===== src/rtl/debug_loader_unit.sv =====
// debug_loader_unit
// Pulls bytes from the UART RX FIFO and packs them MSB-first into instruction
// words, then writes those words to consecutive instruction-memory addresses
// until the halt word has been written. After loading, it gates the pipeline
// clock enable in either run mode or single-step mode and counts the enabled
// cycles.
//
// state      | meaning
// -----------+-----------------------------------------------------------
// LOAD_WAIT  | idle in load phase, waiting for a byte at the FIFO head
// LOAD_POP   | pop one byte and shift it into the word register
// LOAD_WRITE | write the assembled word to instruction memory
// READY      | program loaded, waiting for start_i
// RUN        | pipeline enabled continuously until pipe_halted_i
// STEP_WAIT  | pipeline stalled, waiting for step_i
// STEP_EXEC  | pipeline enabled for exactly one cycle
// HALTED     | execution finished, exits only on reset
// ERROR      | memory filled without the halt word, exits only on reset
module debug_loader_unit #(
    parameter int unsigned NB_DATA = 32,
    parameter int unsigned NB_BYTE = 8,
    parameter int unsigned NB_ADDR = 10,
    parameter logic [NB_DATA-1:0] HALT_WORD = 32'hFFFF_FFFF
) (
    input  logic               clock,
    input  logic               reset,
    input  logic [NB_BYTE-1:0] rx_data,
    input  logic               rx_empty,
    output logic               rx_read,
    input  logic               start_i,
    input  logic               step_mode_i,
    input  logic               step_i,
    input  logic               pipe_halted_i,
    output logic               imem_wr_en_o,
    output logic [NB_ADDR-1:0] imem_wr_addr_o,
    output logic [NB_DATA-1:0] imem_wr_data_o,
    output logic               word_done_o,
    output logic               load_done_o,
    output logic               pipe_enable_o,
    output logic               halted_o,
    output logic               overflow_o,
    output logic [31:0]        cycle_count_o
);

    localparam int unsigned BYTES  = NB_DATA / NB_BYTE;
    localparam int unsigned NB_CNT = $clog2(BYTES + 1);

    typedef enum logic [3:0] {
        S_LOAD_WAIT  = 4'd0,
        S_LOAD_POP   = 4'd1,
        S_LOAD_WRITE = 4'd2,
        S_READY      = 4'd3,
        S_RUN        = 4'd4,
        S_STEP_WAIT  = 4'd5,
        S_STEP_EXEC  = 4'd6,
        S_HALTED     = 4'd7,
        S_ERROR      = 4'd8
    } state_t;

    state_t             state_q, state_d;
    logic [NB_CNT-1:0]  cnt_q, cnt_d;
    logic [NB_ADDR-1:0] addr_q, addr_d;
    logic [NB_DATA-1:0] shreg_q, shreg_d;
    logic [31:0]        cycle_q, cycle_d;
    logic               pipe_en;

    // Pipeline enable depends only on the registered state.
    assign pipe_en = (state_q == S_RUN) || (state_q == S_STEP_EXEC);

    // Next-state and datapath update logic.
    always_comb begin
        state_d = state_q;
        cnt_d   = cnt_q;
        addr_d  = addr_q;
        shreg_d = shreg_q;
        cycle_d = cycle_q;

        if (pipe_en && (cycle_q != 32'hFFFF_FFFF)) begin
            cycle_d = cycle_q + 32'd1;
        end

        case (state_q)
            S_LOAD_WAIT: begin
                if (!rx_empty) begin
                    state_d = S_LOAD_POP;
                end
            end
            S_LOAD_POP: begin
                shreg_d = {shreg_q[NB_DATA-NB_BYTE-1:0], rx_data};
                cnt_d   = cnt_q + NB_CNT'(1);
                // Going back through LOAD_WAIT gives the FIFO a cycle to
                // update rx_empty after the pop.
                if (cnt_q == NB_CNT'(BYTES - 1)) begin
                    state_d = S_LOAD_WRITE;
                end else begin
                    state_d = S_LOAD_WAIT;
                end
            end
            S_LOAD_WRITE: begin
                cnt_d  = '0;
                addr_d = addr_q + NB_ADDR'(1);
                if (shreg_q == HALT_WORD) begin
                    state_d = S_READY;
                end else if (addr_q == '1) begin
                    state_d = S_ERROR;
                end else begin
                    state_d = S_LOAD_WAIT;
                end
            end
            S_READY: begin
                if (start_i) begin
                    state_d = step_mode_i ? S_STEP_WAIT : S_RUN;
                end
            end
            S_RUN: begin
                if (pipe_halted_i) begin
                    state_d = S_HALTED;
                end
            end
            S_STEP_WAIT: begin
                // A halt report wins over a step request in the same cycle.
                if (pipe_halted_i) begin
                    state_d = S_HALTED;
                end else if (step_i) begin
                    state_d = S_STEP_EXEC;
                end
            end
            S_STEP_EXEC: begin
                // step_i is not queued here; only one enabled cycle per request.
                state_d = S_STEP_WAIT;
            end
            S_HALTED: begin
                state_d = S_HALTED;
            end
            S_ERROR: begin
                state_d = S_ERROR;
            end
            default: begin
                state_d = S_LOAD_WAIT;
            end
        endcase
    end

    // State and datapath registers with synchronous active-high reset.
    always_ff @(posedge clock) begin
        if (reset) begin
            state_q <= S_LOAD_WAIT;
            cnt_q   <= '0;
            addr_q  <= '0;
            shreg_q <= '0;
            cycle_q <= '0;
        end else begin
            state_q <= state_d;
            cnt_q   <= cnt_d;
            addr_q  <= addr_d;
            shreg_q <= shreg_d;
            cycle_q <= cycle_d;
        end
    end

    // Every output is a decode of registered state or a registered datapath value.
    assign rx_read        = (state_q == S_LOAD_POP);
    assign imem_wr_en_o   = (state_q == S_LOAD_WRITE);
    assign word_done_o    = (state_q == S_LOAD_WRITE);
    assign imem_wr_addr_o = (state_q == S_LOAD_WRITE) ? addr_q : '0;
    assign imem_wr_data_o = (state_q == S_LOAD_WRITE) ? shreg_q : '0;
    assign load_done_o    = (state_q == S_READY) || (state_q == S_RUN) ||
                            (state_q == S_STEP_WAIT) || (state_q == S_STEP_EXEC) ||
                            (state_q == S_HALTED);
    assign pipe_enable_o  = pipe_en;
    assign halted_o       = (state_q == S_HALTED);
    assign overflow_o     = (state_q == S_ERROR);
    assign cycle_count_o  = cycle_q;

endmodule

===== config.mk =====
export PLATFORM = sky130hd
export DESIGN_NAME = debug_loader_unit
export DESIGN_NICKNAME = d
export VERILOG_FILES = /design/src/rtl/debug_loader_unit.sv
export SDC_FILE = /design/constraint.sdc
export NUM_CORES = 1
export LEC_CHECK = 0
export BUFFER_PORTS_ARGS = -buffer_cell sky130_fd_sc_hd__buf_2
export CORE_ASPECT_RATIO = 0.7
export CORE_MARGIN = 2
export CORE_UTILIZATION = 55
export CTS_BUF_LIST = sky130_fd_sc_hd__clkbuf_8
export DETAILED_ROUTE_END_ITERATION = 6
export PLACE_DENSITY = 0.9
export SYNTH_ARGS = -nofsm -noshare
export SYNTH_HDL_FRONTEND = slang
export SYNTH_SLANG_ARGS = --single-unit

===== constraint.sdc =====
create_clock -name clock -period 2.85 [get_ports clock]
set_input_delay 0.1425 -clock clock [delete_from_list [all_inputs] [get_ports clock]]
set_output_delay 0.1425 -clock clock [all_outputs]
set_load 0.02 [all_outputs]

==> metrics.txt <==
status finished clean; final hold viol count 0; global-route wire length before repair around 16000 microns; crit share post-route 84.3%; WP data arrival 2630 ps; DR vias 3948; DP Wirelength 7280 microns; Worst Skew 11.7 ps; filler instances about 540; endpoint with the worst hold slack shreg_q[6]$_SDFFE_PP0N_; WS Path Type reg2reg; min-delay src rx_data[6]; r2r setup slk 450 ps; vias in the first global route between 3000 and 4000; H-tree lvl count 3; Worst-path clk slew about 80 ps; CTS tree built; setup_tns 0 ps; grt ovf 0; hold depth 3; drt pass-1 iters 5; Leak Pwr 0.00189 uW; crit end category flip-flop; Mapped Nets roughly 520; VDD IR-drop max 0.288 mV; Worst setup SP type flip-flop; Core ar. 6850 sq um; DRC Markers 0; clk sinks 81; FFs w/ async S/R, synth 0%; Global Route Usage Sum 26.0%; CTS max path bufs 2; Final nets 603; RR Endpoint cycle_count_o[14]$_SDFFE_PP0P_; Skew-Pair Late Insertion Delay 350 ps; Slew HR between 20% and 30%; number of synthesized flops with an enable pin 0; Ys Warns 0; Post-CTS Repair Setup Buffers 0; multi-input logic area 2170 sq um; vias per std cell 5.78; Post-CTS Resized 0; Synth-to-Final Area Change 19.7%; GP Congestion 0.854; most area-hungry cell type in the Yosys netlist dfxtp_1; reg2reg path depth 6; share of the synthesized area in the top cell type 41.2%; commonest non-fill, non-tap cell in the layout buf_2; PwrDens around 460 nW/um^2; Die Ht 74.8 microns; commonest register cell after synthesis dfxtp_1; I/O pin total 96; Avg Inst Size Synth 7.90 sq um; Die W 105 microns; DRT iter0 DRCs 392; share of layout cells above drive strength 1 roughly 22%; Tightest Pin Transition roughly 1100 ps; root cell of the clock tree clkbuf_8; flip-flop and latch area 1620 sq um; synthesized flop and latch total slightly above 80; # rows 25; final critical path time including I/O delays and setup 2400 ps; Max FO, Critical Path 6; Mapped Cells about 500; final antenna-violating net count 0; Final setup viols 0; initial antenna violation count 0; cts hold-fix bufs 0; TritonCTS buffer count 9; Peak Freq roughly 420 MHz; Yosys cell types 49; Detailed Route WL between 10000 and 15000 microns; fin util 68.7%; WL/cell 15.2 microns; Min-Delay Path Class in2reg; top cells by area, synth dfxtp_1, nand2_1, and2_1; most frequent cells in the layout buf_2, nand2_1, dfxtp_1; Crit Reg-Reg Startpoint cycle_count_o[0]$_SDFFE_PP0P_; n_diodes 0; Required @ worst endpoint between 3000 and 4000 ps; full die area 7860 sq um; largest net degree at the start of global routing 61; Initial Util 57.4%; synthesized cell area 3940 sq um; RSZ-0062 raised after global routing no; sequential element share of the synthesized area 41.2%; fin. max-slew vios 0; max_cap viols 0; number of I/O port buffers between 90 and 100
[sequential cells by signal (all words and copies together), names as in the netlist]
register / count
addr_q: 10
cnt_q: 3
cycle_count_o: 32
shreg_q: 32
state_q: 4
[worst max path at each step]
stage,cells after the start,start,end
2_1_floorplan,6,cycle_count_o[0]$_SDFFE_PP0P_,cycle_count_o[14]$_SDFFE_PP0P_
3_3_place_gp,5,state_q[0]$_SDFFE_PP0P_,cycle_count_o[21]$_SDFFE_PP0P_
3_5_place_dp,6,cycle_count_o[0]$_SDFFE_PP0P_,cycle_count_o[14]$_SDFFE_PP0P_
4_1_cts,6,cycle_count_o[0]$_SDFFE_PP0P_,cycle_count_o[14]$_SDFFE_PP0P_
5_1_grt,6,cycle_count_o[0]$_SDFFE_PP0P_,cycle_count_o[14]$_SDFFE_PP0P_
6_report,6,cycle_count_o[0]$_SDFFE_PP0P_,cycle_count_o[14]$_SDFFE_PP0P_
[metal layers]
layer / wire, microns / global-route usage (%)
met5: 0 / 0
met4: 356 / 12.3
met3: 768 / 6.23
met2: 4770 / 42.2
met1: 4480 / 33.5
[critical path, stage by stage, from the launching register on]
cell and delay (ps):
dfxtp_1 410, ha_1 220, nand4bb_1 260, or3_1 470
a211oi_1 370, and3_1 220, mux2_1 320
[per-stage QoR]
| step | cells | power (uW) | setup slack (ps) | area [sq um] | hold slack, ps |
|---|---|---|---|---|---|
| 5_1_grt | 683 | 2220 | 308 | 4710 | 11.4 |
| 3_3_place_gp | 667 | 1320 | 633 | 4510 | 384 |
| 4_1_cts | 683 | 2160 | 486 | 4710 | 14.4 |
| 2_1_floorplan | 498 | 1280 | 646 | 3940 | 278 |
| 3_5_place_dp | 667 | 1330 | 541 | 4510 | 389 |
| 6_report | 683 | 2150 | 448 | 4710 | 26.3 |
[cells by family (layout without fill, tap and decap cells)]
| logic type | count (synthesis) | in the layout | synth area share (%) |
|---|---|---|---|
| XOR/XNOR | 27 | 27 | 6.01 |
| AND/OR/NAND/NOR | 254 | 254 | 32.8 |
| flip-flops | 81 | 81 | 41.2 |
| multiplexers | 4 | 4 | 1.05 |
| adder cells (fa/ha/maj) | 4 | 4 | 1.27 |
| buffers and inverters | 42 | 133 | 4.10 |
| AO/OA/AOI/OAI | 86 | 86 | 13.5 |
[power by group]
| group | switching (uW) | internal (uW) |
|---|---|---|
| Combinational | 89.7 | 38.7 |
| Clock | 422 | 430 |
| Sequential | 23.9 | 1150 |
[cell usage after synthesis, types with 4 or more instances]
cell,n
inv_1,9
a21oi_1,47
a31oi_1,5
ha_1,4
nand2_1,84
nand3_1,13
and2_1,43
nor3_1,7
nor2b_1,4
nor2_1,48
and4_1,4
clkbuf_1,29
xor2_1,8
a311oi_1,5
nand4_1,17
or4_1,6
o21ai_0,5
or3_1,6
a211oi_1,5
xnor2_1,19
o31ai_1,4
and3_1,4
dfxtp_1,81
[layout make-up]
| type | count | area share (%) |
|---|---|---|
| Clock buffer | 10 | 2.92 |
| Clock inverter | 6 | 1.38 |
| Inverter | 11 | 0.877 |
| Multi-Input combinational cell | 375 | 46.0 |
| Sequential cell | 81 | 34.4 |
| Tap cell | 94 | 2.50 |
| Timing Repair Buffer | 106 | 11.9 |
(Power assumes the default switching activity.)
